$ cat config.mk
export PLATFORM = sky130hd
export DESIGN_NAME = bcp_engine
export DESIGN_NICKNAME = d
export VERILOG_FILES = /design/src/rtl/bcp_engine_pkg.sv /design/src/rtl/bcp_engine_req_fifo.sv /design/src/rtl/bcp_engine.sv
export SDC_FILE = /design/constraint.sdc
export NUM_CORES = 1
export LEC_CHECK = 0
export BUFFER_PORTS_ARGS = -buffer_cell sky130_fd_sc_hd__buf_4
export CELL_PAD_IN_SITES_DETAIL_PLACEMENT = 1
export CELL_PAD_IN_SITES_GLOBAL_PLACEMENT = 2
export CORE_MARGIN = 1
export CORE_UTILIZATION = 45
export CTS_BUF_LIST = sky130_fd_sc_hd__clkbuf_4
export CTS_CLUSTER_DIAMETER = 100
export DETAILED_ROUTE_END_ITERATION = 6
export PLACE_DENSITY_LB_ADDON = 0.1
export SYNTH_ARGS = -nofsm -noshare
export SYNTH_HDL_FRONTEND = slang
export SYNTH_SLANG_ARGS = --single-unit
export TNS_END_PERCENT = 10
$ cat constraint.sdc
create_clock -name clk -period 5.35 [get_ports clk]
set_clock_uncertainty 0.05 [all_clocks]
set_input_delay 0.535 -clock clk [delete_from_list [all_inputs] [get_ports clk]]
set_output_delay 0.535 -clock clk [all_outputs]
set_load 0.005 [all_outputs]
$ cat src/rtl/bcp_engine_pkg.sv
// Shared definitions for the BCP responder: literal packing and FSM state encoding.
// A literal slot is {valid, pol, var} with var in the LSBs.
package bcp_engine_pkg;

   localparam int MAX_CLAUSES_BITS = 8;
   localparam int MAX_VARS_BITS    = 6;

   localparam int LIT_W         = MAX_VARS_BITS + 2;
   localparam int LIT_VAR_LSB   = 0;
   localparam int LIT_POL_BIT   = MAX_VARS_BITS;
   localparam int LIT_VALID_BIT = MAX_VARS_BITS + 1;

   typedef logic [MAX_CLAUSES_BITS-1:0] clause_idx_t;
   typedef logic [MAX_VARS_BITS-1:0]    var_t;

   typedef struct packed {
      logic valid;
      logic pol;
      var_t var_id;
   } lit_t;

   typedef enum logic [2:0] {
      S_IDLE,
      S_FETCH,
      S_LIT_REQ,
      S_LIT_EVAL,
      S_RESOLVE,
      S_PUSH,
      S_HALT
   } bcp_state_e;

   function automatic lit_t unpack_lit(input logic [LIT_W-1:0] raw);
      lit_t l;
      l.valid  = raw[LIT_VALID_BIT];
      l.pol    = raw[LIT_POL_BIT];
      l.var_id = raw[LIT_VAR_LSB +: MAX_VARS_BITS];
      return l;
   endfunction

endpackage

$ cat src/rtl/bcp_engine_req_fifo.sv
// Clause-index request FIFO: synchronous flush, simultaneous push/pop accepted when full.
// DEPTH must be a power of two so the pointers wrap naturally.
module bcp_req_fifo #(
   parameter int DEPTH = 8,
   parameter int W     = 8
) (
   input  logic         clk,
   input  logic         rst_n,
   input  logic         flush,
   input  logic         push,
   input  logic [W-1:0] din,
   input  logic         pop,
   output logic [W-1:0] dout,
   output logic         full,
   output logic         empty
);

   localparam int AW = (DEPTH > 1) ? $clog2(DEPTH) : 1;

   logic [W-1:0]  mem_q [DEPTH];
   logic [AW-1:0] wr_ptr_q, wr_ptr_d;
   logic [AW-1:0] rd_ptr_q, rd_ptr_d;
   logic [AW:0]   count_q, count_d;
   logic          do_push;
   logic          do_pop;

   assign full    = (count_q == (AW+1)'(DEPTH));
   assign empty   = (count_q == '0);
   assign dout    = mem_q[rd_ptr_q];
   assign do_pop  = pop && !empty && !flush;
   // A pop in the same cycle frees the slot the push lands in.
   assign do_push = push && (!full || do_pop) && !flush;

   always_comb begin
      wr_ptr_d = wr_ptr_q;
      rd_ptr_d = rd_ptr_q;
      count_d  = count_q;
      if (flush) begin
         wr_ptr_d = '0;
         rd_ptr_d = '0;
         count_d  = '0;
      end else begin
         if (do_push) wr_ptr_d = wr_ptr_q + 1'b1;
         if (do_pop)  rd_ptr_d = rd_ptr_q + 1'b1;
         case ({do_push, do_pop})
            2'b10:   count_d = count_q + 1'b1;
            2'b01:   count_d = count_q - 1'b1;
            default: count_d = count_q;
         endcase
      end
   end

   always_ff @(posedge clk or negedge rst_n) begin
      if (!rst_n) begin
         wr_ptr_q <= '0;
         rd_ptr_q <= '0;
         count_q  <= '0;
      end else begin
         wr_ptr_q <= wr_ptr_d;
         rd_ptr_q <= rd_ptr_d;
         count_q  <= count_d;
      end
   end

   always_ff @(posedge clk) begin
      if (do_push) mem_q[wr_ptr_q] <= din;
   end

endmodule

$ cat src/rtl/bcp_engine.sv
// BCP responder: fetches queued clauses, evaluates literals one var-state read at a time,
// pushes unit implications and raises a sticky conflict.
//
//   state      | meaning
//   -----------+----------------------------------------------------------
//   S_IDLE     | waiting; pops FIFO head and strobes the clause read
//   S_FETCH    | clause word arrives, latched; slot and unassigned count reset
//   S_LIT_REQ  | issue var-state read for current slot, or skip padding
//   S_LIT_EVAL | var state arrives; true literal exits early
//   S_RESOLVE  | 0 unassigned -> conflict, 1 -> push, 2+ -> done
//   S_PUSH     | wait for room in the imply queue, then push
//   S_HALT     | conflict held; requests dropped until reset_bcp
module bcp_engine
   import bcp_engine_pkg::*;
#(
   parameter int LITS_PER_CLAUSE = 3,
   parameter int REQ_DEPTH       = 8
) (
   input  logic                               clk,
   input  logic                               rst_n,
   input  logic                               bcp_en,
   input  logic [MAX_CLAUSES_BITS-1:0]        bcp_clause_idx,
   input  logic                               reset_bcp,
   output logic                               bcp_busy,
   output logic                               conflict,
   output logic                               bcp_overflow,
   output logic                               clause_rd_en,
   output logic [MAX_CLAUSES_BITS-1:0]        clause_rd_idx,
   input  logic [LITS_PER_CLAUSE*LIT_W-1:0]   clause_lits,
   output logic                               vs_rd_en,
   output logic [MAX_VARS_BITS-1:0]           vs_var,
   input  logic                               vs_val,
   input  logic                               vs_unassign,
   input  logic                               full_imply,
   output logic                               push_imply,
   output logic [MAX_VARS_BITS-1:0]           var_in_imply,
   output logic                               val_in_imply,
   output logic                               type_in_imply,
   output bcp_state_e                         bcp_state_out
);

   localparam int KW = (LITS_PER_CLAUSE > 1) ? $clog2(LITS_PER_CLAUSE) : 1;
   localparam logic [KW-1:0] K_LAST = KW'(LITS_PER_CLAUSE - 1);

   bcp_state_e                       state_q, state_d;
   logic [KW-1:0]                    k_q, k_d;
   logic [1:0]                       cnt_q, cnt_d;
   logic [LITS_PER_CLAUSE*LIT_W-1:0] lits_q, lits_d;
   var_t                             rec_var_q, rec_var_d;
   logic                             rec_pol_q, rec_pol_d;
   logic                             conflict_q, conflict_d;
   logic                             overflow_q, overflow_d;
   logic                             push_q, push_d;

   lit_t        cur_lit;
   logic        lit_true;
   logic        fifo_pop;
   logic        fifo_flush;
   logic        req_accept;
   logic        fifo_full;
   logic        fifo_empty;
   clause_idx_t fifo_head;

   bcp_req_fifo #(
      .DEPTH (REQ_DEPTH),
      .W     (MAX_CLAUSES_BITS)
   ) u_req_fifo (
      .clk   (clk),
      .rst_n (rst_n),
      .flush (fifo_flush),
      .push  (req_accept),
      .din   (bcp_clause_idx),
      .pop   (fifo_pop),
      .dout  (fifo_head),
      .full  (fifo_full),
      .empty (fifo_empty)
   );

   always_comb begin
      cur_lit = '0;
      for (int i = 0; i < LITS_PER_CLAUSE; i++) begin
         if (k_q == KW'(i)) cur_lit = unpack_lit(lits_q[i*LIT_W +: LIT_W]);
      end
   end

   assign lit_true   = !vs_unassign && (vs_val == cur_lit.pol);
   assign fifo_pop   = (state_q == S_IDLE) && !fifo_empty && !reset_bcp;
   // HALT drops requests silently; they never count as overflow.
   assign req_accept = bcp_en && !reset_bcp && (state_q != S_HALT);
   assign fifo_flush = reset_bcp || (state_q == S_HALT);

   always_comb begin
      state_d    = state_q;
      k_d        = k_q;
      cnt_d      = cnt_q;
      lits_d     = lits_q;
      rec_var_d  = rec_var_q;
      rec_pol_d  = rec_pol_q;
      conflict_d = conflict_q;
      push_d     = 1'b0;
      overflow_d = overflow_q | (req_accept & fifo_full & ~fifo_pop);

      case (state_q)
         S_IDLE: begin
            if (fifo_pop) state_d = S_FETCH;
         end
         S_FETCH: begin
            lits_d  = clause_lits;
            k_d     = '0;
            cnt_d   = '0;
            state_d = S_LIT_REQ;
         end
         S_LIT_REQ: begin
            if (cur_lit.valid)     state_d = S_LIT_EVAL;
            else if (k_q == K_LAST) state_d = S_RESOLVE;
            else                    k_d     = k_q + 1'b1;
         end
         S_LIT_EVAL: begin
            if (lit_true) begin
               state_d = S_IDLE;
            end else begin
               if (vs_unassign) begin
                  if (cnt_q != 2'd2) cnt_d = cnt_q + 2'd1;
                  rec_var_d = cur_lit.var_id;
                  rec_pol_d = cur_lit.pol;
               end
               if (k_q == K_LAST) begin
                  state_d = S_RESOLVE;
               end else begin
                  k_d     = k_q + 1'b1;
                  state_d = S_LIT_REQ;
               end
            end
         end
         S_RESOLVE: begin
            case (cnt_q)
               2'd0: begin
                  conflict_d = 1'b1;
                  state_d    = S_HALT;
               end
               2'd1:    state_d = S_PUSH;
               default: state_d = S_IDLE;
            endcase
         end
         S_PUSH: begin
            if (!full_imply) begin
               push_d  = 1'b1;
               state_d = S_IDLE;
            end
         end
         S_HALT: state_d = S_HALT;
         default: state_d = S_IDLE;
      endcase

      if (reset_bcp) begin
         state_d    = S_IDLE;
         conflict_d = 1'b0;
         push_d     = 1'b0;
      end
   end

   always_ff @(posedge clk or negedge rst_n) begin
      if (!rst_n) begin
         state_q    <= S_IDLE;
         k_q        <= '0;
         cnt_q      <= '0;
         lits_q     <= '0;
         rec_var_q  <= '0;
         rec_pol_q  <= 1'b0;
         conflict_q <= 1'b0;
         overflow_q <= 1'b0;
         push_q     <= 1'b0;
      end else begin
         state_q    <= state_d;
         k_q        <= k_d;
         cnt_q      <= cnt_d;
         lits_q     <= lits_d;
         rec_var_q  <= rec_var_d;
         rec_pol_q  <= rec_pol_d;
         conflict_q <= conflict_d;
         overflow_q <= overflow_d;
         push_q     <= push_d;
      end
   end

   assign clause_rd_en  = fifo_pop;
   assign clause_rd_idx = fifo_pop ? fifo_head : '0;
   assign vs_rd_en      = (state_q == S_LIT_REQ) && cur_lit.valid;
   assign vs_var        = vs_rd_en ? cur_lit.var_id : '0;
   assign push_imply    = push_q;
   assign var_in_imply  = rec_var_q;
   assign val_in_imply  = rec_pol_q;
   assign type_in_imply = 1'b1;
   assign conflict      = conflict_q;
   assign bcp_overflow  = overflow_q;
   assign bcp_state_out = state_q;
   // Low in HALT so control observes conflict with busy deasserted.
   assign bcp_busy      = bcp_en | !fifo_empty | ((state_q != S_IDLE) && (state_q != S_HALT));

endmodule

Word-level counts from Yosys, hierarchy flattened

Memories as Yosys holds them, arrays and structs flattened.
Cells that the tools add are included.

Flip-flop bits (word level): 51
Memory bits (writable): 64
Input bits: 39
Output and inout port bits: 31
Memories kept: 1

Add/sub/neg operators: 6
Eq/ne operators: 22
Mux-type cells: 36
Bitwise gates (word level): 7
Reduce and logical (&&, ||, !) cells: 35

Memories:

| name             | words | bits a word | read ports | clocked after Yosys merged registers in | write ports | RTL line                  | source |
|---|---|---|---|---|---|---|---|
| u_req_fifo.mem_q | 8     | 8           | 1          | 0                                       | 1           | bcp_engine_req_fifo.sv:20 | `logic [W-1:0] mem_q [DEPTH];` |

Operator list:

| operator                                      | number |
|---|---|
| 2-to-1 mux 3 bit                              | 11 |
| 2-to-1 mux 8 bit                              | 4 |
| case mux 3 bit (7 select lines)               | 1 |
| 2-to-1 mux 2 bit                              | 6 |
| logical AND 1 bit                             | 11 |
| inequality test 2 bit, second input constant  | 5 |
| nonzero test 2 bit                            | 5 |
| == test 3 bit, second input constant          | 3 |
| inequality test 3 bit, second input constant  | 3 |
| AND reduction 3 bit                           | 3 |
| nonzero test 3 bit                            | 3 |
| 2-to-1 mux 1 bit                              | 8 |
| case mux 4 bit (2 select lines)               | 1 |
| adder 3 x 1 -> 3 bit, second input constant   | 2 |
| == test 2 x 1 -> 1 bit, second input constant | 3 |
| == test 3 x 2 -> 1 bit, second input constant | 2 |
| 2-to-1 mux 6 bit                              | 1 |
| case mux 2 bit (3 select lines)               | 1 |
| case mux 3 bit (2 select lines)               | 1 |
| zero test 1 bit                               | 5 |
| adder 2 x 1 -> 2 bit, second input constant   | 2 |
| adder 4 x 1 -> 4 bit, second input constant   | 1 |
| == test 2 bit, second input constant          | 2 |
| == test 4 bit, second input constant          | 1 |
| 15 further kinds                              | 21 |

Longest topological paths before layout

Gate-level depths: netlist (run 1).

Depth after elaboration: 12
Depth in mapped cells: 10
Mapped depth without buffers: 9

By module

From an unflattened synthesis (run 1), not the netlist that was laid out.

Cell total of the unflattened synthesis: 386
Area total of the unflattened synthesis: 5426.5 um^2

By module, submodules not included:

| module       | times used | cells an instance | area an instance (um^2) | sequential area each (um^2) |
|---|---|---|---|---|
| bcp_req_fifo | 1          | 172               | 3203.1                  | 2172.1 |
| bcp_engine   | 1          | 214               | 2223.4                  | 1026.0 |

Least setup slack after synthesis (run 1)

No wires, ideal clock.

Path type: input -> register
From: input bcp_en
To: memory u_req_fifo.mem_q[0][0] (enable)
Library setup time: 0.395 ns
Data arrival time: 2.262 ns
Slack: 2.644 ns
Stages on the path: 4
Buffers on the path: 1
Cell sequence: clkbuf_1 a21boi_0 nand2_1 nor4_1

Word-level cells in the longest chain between the ends: 6

RTL lines:

| element                                | RTL line                  | source |
|---|---|---|
| from (decl)                            | bcp_engine.sv:21          | `input logic bcp_en,` |
| logical AND 1 bit (2 in a row)         | bcp_engine.sv:89          | `assign req_accept = bcp_en && !reset_bcp && (state_q != S_HALT);` |
| logical AND 1 bit (2 in a row)         | bcp_engine_req_fifo.sv:32 | `assign do_push = push && (!full \|\| do_pop) && !flush;` |
| 2-to-1 mux 1 bit                       | bcp_engine_req_fifo.sv:66 | `if (do_push) mem_q[wr_ptr_q] <= din;` |
| 2-to-1 mux 1 bit (not written as such) | bcp_engine_req_fifo.sv:66 |  |
| to (decl)                              | bcp_engine_req_fifo.sv:20 |  |

Every way passes these cells.

Worst setup path after layout (run 1)

From: register k_q[1]
To: output vs_var[1]

Word-level cells in the longest chain between the ends: 6
Elaborated cells on any way between the ends: 8
Classes of those cells: 2 x eq/ne; 4 x mux; 2 x reduce/logical

RTL lines:

| element                       | RTL line          | source |
|---|---|---|
| from (decl)                   | bcp_engine.sv:46  | `logic [KW-1:0] k_q, k_d;` |
| from (signal assigned)        | bcp_engine.sv:175 | `k_q <= k_d;` |
| zero test 2 bit               | bcp_engine.sv:82  | `if (k_q == KW'(i)) cur_lit = unpack_lit(lits_q[i*LIT_W +: LIT_W]);` |
| 2-to-1 mux 8 bit (2 in a row) | bcp_engine.sv:82  |  |
| 2-to-1 mux 8 bit *            | bcp_engine.sv:82  |  |
| logical AND 1 bit             | bcp_engine.sv:188 | `assign vs_rd_en = (state_q == S_LIT_REQ) && cur_lit.valid;` |
| 2-to-1 mux 6 bit *            | bcp_engine.sv:189 | `assign vs_var = vs_rd_en ? cur_lit.var_id : '0;` |
| to (decl)                     | bcp_engine.sv:31  | `output logic [MAX_VARS_BITS-1:0] vs_var,` |

Every way passes the cells marked *; elsewhere a longest branch is shown, timed or not.

==> results of run 1 <==
-- worst max-delay path, delay by kind of cell, from the launching register on --
family	cells	cell delay (ns)
adder cells (fa/ha/maj)	1	0.45
AO/OA/AOI/OAI	1	0.66
AND/OR/NAND/NOR	4	0.63
flip-flops	1	0.42
buffers and inverters	2	0.24
-- placed cells by master (no fill, tap or decap), types with 3 or more instances in the layout --
| cell | instances |
|---|---|
| a21oi_1 | 19 |
| a22o_1 | 5 |
| buf_4 | 71 |
| bufinv_16 | 3 |
| clkbuf_4 | 20 |
| clkinv_2 | 5 |
| clkinv_4 | 3 |
| dfrtp_1 | 51 |
| edfxtp_1 | 64 |
| ha_1 | 12 |
| inv_1 | 7 |
| mux2_2 | 28 |
| mux2i_1 | 10 |
| mux4_2 | 16 |
| nand2_1 | 25 |
| nand2b_1 | 6 |
| nand3_1 | 6 |
| nand3b_1 | 9 |
| nor2_1 | 33 |
| nor3_1 | 7 |
| nor4_1 | 3 |
| o21ai_0 | 11 |
| xor2_1 | 3 |
-- kinds of logic after synthesis --
group	synth area share (%)
buffers and inverters	2.247
DFF	61.75
adders and majority gates	3.286
xor gates and xnor gates	0.6766
AOI/OAI and AO/OA	6.789
other	0.07241
muxes	14.98
and+or+nand+nor	10.20
-- per-layer routing --
layer  up-vias  routed length, um  global-route usage [%]  part of all wire (%)
li1       1535                  -                       -                     -
met1      1649               5068                   27.66                    45
met2        68               5486                   33.11                    49
met3        15                484                   5.858                   4.3
met4         0                144                   6.571                   1.3
met5         -                  0                       0                     0
-- sequential cells by signal, summed over array words and instances (netlist names) --
signal / count
bcp_overflow: 1
bcp_state_out: 3
cnt_q: 2
conflict: 1
k_q: 2
lits_q: 24
push_imply: 1
u_req_fifo.count_q: 4
u_req_fifo.mem_q: 64
u_req_fifo.rd_ptr_q: 3
u_req_fifo.wr_ptr_q: 3
val_in_imply: 1
var_in_imply: 6
-- cell type report --
type                       count  area [sq um]
fill                        1110          4928
multi-input combinational    230          1871
timing repair buffer          71         533.0
sequential                   115          3198
inverter                       8         35.03
clock inverter                12         140.1
tap                          140         175.2
clock buffer                  20         150.1
-- power breakdown --
group | leakage [nW] | internal, mW | switching, mW
registers | 1.22 | 1.10 | 0.184
logic | 1.02 | 0.548 | 0.482
clock network | 0.165 | 0.334 | 0.319
-- stage by stage --
step | setup slack, ns | utilization [%] | cells | cell area (sq um) | hold WS [ns]
final | 1.851 | 55.32 | 596 | 6102 | -0.005546
after global routing | 1.591 | 55.32 | 596 | 6102 | 0.008171
after CTS | 1.794 | 55.25 | 595 | 6095 | 0.005448
after detailed placement | 2.109 | 52.62 | 563 | 5804 | 0.4222
after global placement | 2.284 | 52.62 | 563 | 5804 | 0.4064
after floorplan | 2.644 | - | 372 | 5179 | 0.1894
-- path summary, 6_finish.rpt --
check / start / endpoint / slack (ns) / depth (start not counted)
worst min-delay path: rst_n / u_req_fifo.count_q[1] / -0.006 / 1
worst max register to register: bcp_state_out[1] / u_req_fifo.mem_q[1][2] / 2.13 / 4
min in group clk: full_imply / push_imply / 0.14 / 2
max in group asynchronous: rst_n / lits_q[5] / 4.79 / 1
worst max-delay path: k_q[1] / vs_var[1] / 1.85 / 8
worst min register to register: bcp_overflow / bcp_overflow / 0.43 / 1
==> impl_metrics.yaml, run 1 <==
critical_path:
  path_cells: "inv_1 -> ha_1 -> nor2b_1 -> a221oi_1 -> nor2_1 -> nand2_1 -> nor2_1 -> buf_4"
  max_stage_delay_ns: 0.66
  path_class: "reg -> out"
  worst-endpoint-required_ns: 4.76
  arrival_ns: 2.91
  crit_path_end_kind: "primary output"
  cp_slowest_cell: "a221oi_1"
  critical_path.max_fanout: 16
  start_kind: "flop"
  cp_common_cell: "nor2_1"
power_and_ir_drop:
  p_leak_nw: 2.409
  ir_drop_mv: 0.2746
  total_power_mw: 2.972
  power_per_cell_area_nw_per_um2: 487.0
die:
  core_area_sq_um: 11030
  std_cell_rows: 38
  fp.dieArea_sq_um: 11940
  initial_utilization_pct: 46.95
  die_x_um: 109.3
  dieHeight_um: 109.3
  io_pins: 70
synthesis:
  yosysMostFrequentCell: "edfxtp_1"
  synth_flop_cell: "edfxtp_1"
  synth-warning-count: 0
  synthCells: 372
  synth_area_sq_um: 5179
  seq_area_frac_synth_pct: 61.75
  yosys-top-cells-area: "edfxtp_1 37%, dfrtp_1 25%, mux4_2 7.0%"
  synth_nets: 424
  synth_edf_count: 64
  synth_largest_area_cell: "edfxtp_1"
  synth.distinct_cells: 51
  synthArstFlopShare_pct: 44.35
  netlist.area_leader.share_pct: 37.11
  ys_ff_latch: 115
  postSynthAreaPerCell_sq_um: 13.92
  synthTopCellsByCount: "64 x edfxtp_1, 51 x dfrtp_1, 33 x nor2_1"
final_layout:
  nNetsFinal: 495
  antennaDiodeCount: 0
  area_growth_pct: 17.83
  drive_gt1_share_pct: 33.77
clock_network:
  cts_root_buffer: "clkbuf_4"
  cts_tree: "yes"
  postCtsSetupBuffers: 0
  clock_sinks: 115
  clk_path_buf_depth: 2
  worstSkewPairLatency_ns: 0.51
  cts.htree.levels: 4
  cts_resized: 0
  clk_pin_slew_ns: 0.10
  cts_made_buffers: 17
  cts_hold_buffers: 0
worst_hold_path:
  hp-class: "in -> async"
global_route:
  antenna_found_initial: 0
  overflow: 0
  grt_max_degree: 52
  grt_first_pass_wirelength_mm: 18.20
  grtUsageTotal_pct: 20.81
  grt_pass1_vias: 3433
detailed_routing:
  drtIter0Drc: 164
  wl_per_cell_um: 18.76
  route.detailed.drc: 0
  vias_per_cell: 5.482
  vias: 3267
  ant_nets: 0
  drt_wl_total_mm: 11.18
  dr.pass1.iters: 4
timing:
  finalSetupViolCount: 0
  max_freq_mhz: 285.8
  tns_ns: 0
  drv_slew: 0
  final.period_utilization_pct: 65.41
  slew_headroom_pct: 19.12
  rsz0062_at_grt: "no"
  tightestPinTransition_ns: 1.204
  hold_violations: 2
  whs_ns: -0.005546
  period_minus_slack_ns: 3.499
place:
  gpl.final_weighted_congestion: 0.7233
  hpwl_mm: 7.872
  io_buffers: 68
outcome:
  violations: "negative hold slack"
  status: "complete, but fails checks"
run:
  maxCapViolCount: 0
No activity file was read; power rests on OpenSTA's default activity.
==> inputs of run 2 (changes only) <==
--- a/config.mk
+++ b/config.mk
@@ -5,11 +5,12 @@
 export SDC_FILE = /design/constraint.sdc
 export NUM_CORES = 1
 export LEC_CHECK = 0
+export ABC_AREA = 1
 export BUFFER_PORTS_ARGS = -buffer_cell sky130_fd_sc_hd__buf_4
 export CELL_PAD_IN_SITES_DETAIL_PLACEMENT = 1
 export CELL_PAD_IN_SITES_GLOBAL_PLACEMENT = 2
 export CORE_MARGIN = 1
-export CORE_UTILIZATION = 45
+export CORE_UTILIZATION = 37
 export CTS_BUF_LIST = sky130_fd_sc_hd__clkbuf_4
 export CTS_CLUSTER_DIAMETER = 100
 export DETAILED_ROUTE_END_ITERATION = 6
==> constraint.sdc (replaced) <==
create_clock -name clk -period 3.35 [get_ports clk]
set_clock_uncertainty 0.05 [all_clocks]
set_input_delay 0.335 -clock clk [delete_from_list [all_inputs] [get_ports clk]]
set_output_delay 0.335 -clock clk [all_outputs]
set_load 0.005 [all_outputs]
==> run 2 against run 1 <==
Against the previous run: the flow now finishes without violations; sequential cell count is the same; worst setup slack lost 1.3 ns; critical path depth is the same; sequential power grew 50%; clock power grew 59%; count of clock-buffer cells in the layout shrank 1; register-to-register slack lost 1.3 ns; synthesized cell count grew 51%.
==> impl_metrics.yaml, run 2 <==
timing:
  tns_ns: 0
  drv_slew: 0
  whs_ns: 0.2061
  period_minus_slack_ns: 2.830
  hold_violations: 0
  finalSetupViolCount: 0
  final.period_utilization_pct: 84.49
  max_freq_mhz: 353.3
  tightestPinTransition_ns: 0.8874
  rsz0062_at_grt: "no"
  slew_headroom_pct: 40.62
die:
  core_area_sq_um: 13930
  initial_utilization_pct: 38.21
  io_pins: 70
  dieHeight_um: 122.0
  fp.dieArea_sq_um: 14880
  std_cell_rows: 43
  die_x_um: 122.0
place:
  hpwl_mm: 9.087
  gpl.final_weighted_congestion: 0.7863
  io_buffers: 68
synthesis:
  yosysMostFrequentCell: "nand2_1"
  synth_nets: 612
  ys_ff_latch: 115
  synthTopCellsByCount: "151 x nand2_1, 80 x nor2_1, 64 x edfxtp_1"
  synth_flop_cell: "edfxtp_1"
  yosys-top-cells-area: "edfxtp_1 36%, dfrtp_1 24%, nand2_1 11%"
  synth_largest_area_cell: "edfxtp_1"
  synthCells: 560
  postSynthAreaPerCell_sq_um: 9.509
  synth_area_sq_um: 5325
  netlist.area_leader.share_pct: 36.09
  seq_area_frac_synth_pct: 60.06
  synth.distinct_cells: 36
  synth-warning-count: 0
  synthArstFlopShare_pct: 44.35
  synth_edf_count: 64
critical_path:
  path_class: "reg -> out"
  critical_path.max_fanout: 11
  worst-endpoint-required_ns: 2.96
  start_kind: "flop"
  crit_path_end_kind: "primary output"
  arrival_ns: 2.45
detailed_routing:
  wl_met2_mm: 6.544
  wl_per_cell_um: 15.57
  m1WireLength_mm: 6.159
  drt_wl_total_mm: 13.42
  top_layer: "met4"
  dr.pass1.iters: 4
  route.detailed.drc: 0
  drtIter0Drc: 221
  met3_wirelength_um: 461
  ant_nets: 0
  vias_per_cell: 4.897
  vias: 4221
clock_network:
  cts_root_buffer: "clkbuf_4"
  cts.htree.levels: 4
  clock_sinks: 115
  cts_resized: 0
  clk_pin_slew_ns: 0.11
  clk_path_buf_depth: 2
  worstSkewPairLatency_ns: 0.52
  cts_made_buffers: 17
  cts_tree: "yes"
global_route:
  antenna_found_initial: 1
  overflow: 0
  grt_first_pass_wirelength_mm: 23.00
  grt_max_degree: 52
  grt_pass1_vias: 4620
  grtUsageTotal_pct: 20.36
final_layout:
  area_growth_pct: 24.86
  nNetsFinal: 720
  final_cell_mix: "151 x nand2_1, 80 x nor2_1, 76 x buf_4, 64 x edfxtp_1, 51 x dfrtp_1"
  top_register: "u_req_fifo.mem_q"
  fin_util_pct: 47.71
  largest_reg_flops: 64
  layout_commonest_cell: "nand2_1"
  drive_gt1_share_pct: 19.24
run:
  maxCapViolCount: 0
power_and_ir_drop:
  power_per_cell_area_nw_per_um2: 660.3
  p_leak_nw: 2.963
  total_power_mw: 4.390
  ir_drop_mv: 0.2753
outcome:
  status: "finished, final reports clean"
worst_hold_path:
  hp-class: "in -> reg"
==> run 2: changes by cell type after synthesis, sizes merged, moves of 5 or more <==
cell	delta
buf	+7
o221ai	+8
mux2i	-10
nand3b	-9
inv	+29
o21ai	+44
nor2	+52
nand2	+131
nand2b	-6
nand3	+27
a22o	-5
mux2	-28
mux4	-16
nor3	-5
==> run 2: final cells by class <==
type,instances,area (sq um)
Clock inverter,13,141.4
Timing Repair Buffer,112,930.9
Inverter,37,140.1
Multi-Input combinational cell,385,1868
Tap cell,180,225.2
Clock buffer,19,142.6
Fill cell,1618,7286
Antenna cell,1,2.502
Sequential cell,115,3198
==> run 2: path summary, 6_finish.rpt <==
kind | to | start | depth (start not counted) | slack [ns]
min reg2reg | lits_q[22] | lits_q[22] | 2 | 0.43
max | vs_var[4] | k_q[0] | 8 | 0.52
max in group asynchronous | lits_q[8] | rst_n | 2 | 2.43
max reg2reg | u_req_fifo.count_q[3] | bcp_state_out[1] | 16 | 0.84
min | cnt_q[1] | vs_unassign | 5 | 0.21
min in group asynchronous | bcp_state_out[0] | rst_n | 2 | 0.34
==> run 2: metrics by stage <==
step | setup slack [ns] | cell area [sq um] | std cells
2_1_floorplan | 1.296 | 5325 | 560
3_3_place_gp | 1.015 | 6002 | 793
3_5_place_dp | 0.8423 | 6002 | 793
4_1_cts | 0.4246 | 6646 | 861
5_1_grt | 0.2969 | 6649 | 862
6_report | 0.5195 | 6649 | 862
==> run 2: metal layers <==
metal	up-vias	track usage, %
li1	2081	-
met1	2042	25.22
met2	79	34.60
met3	19	4.073
met4	0	8.256
met5	-	0
==> run 2: kinds of logic after synthesis <==
| kind of cell | Yosys count | synth area share, % |
|---|---|---|
| and+or+nand+nor | 281 | 22.25 |
| AOI/OAI and AO/OA | 88 | 9.234 |
| xor gates and xnor gates | 2 | 0.3290 |
| DFF | 115 | 60.06 |
| buffers and inverters | 60 | 4.864 |
| adders and majority gates | 13 | 3.195 |
| other | 1 | 0.07042 |
==> run 2: critical path, cell delays in order (launching register included) <==
cell     delay (ns)
dfrtp_1        0.43
inv_1          0.11
ha_1           0.44
inv_1          0.28
nand2_1        0.16
nand2_1        0.07
nand2_2        0.22
nor2_1         0.08
buf_4          0.14
==> run 2: power breakdown <==
part | internal (mW) | total [mW] | switching, mW
Sequential | 1.75 | 1.93 | 0.184
Clock | 0.518 | 1.04 | 0.519
Combinational | 0.550 | 1.42 | 0.873
Total | 2.81 | 4.39 | 1.58
==> run 2: repair_timing <==
item | in CTS | in global routing
hold endpoints to repair | 141 | 0
setup buffers | 0 | 0
hold buffers | 36 | 0
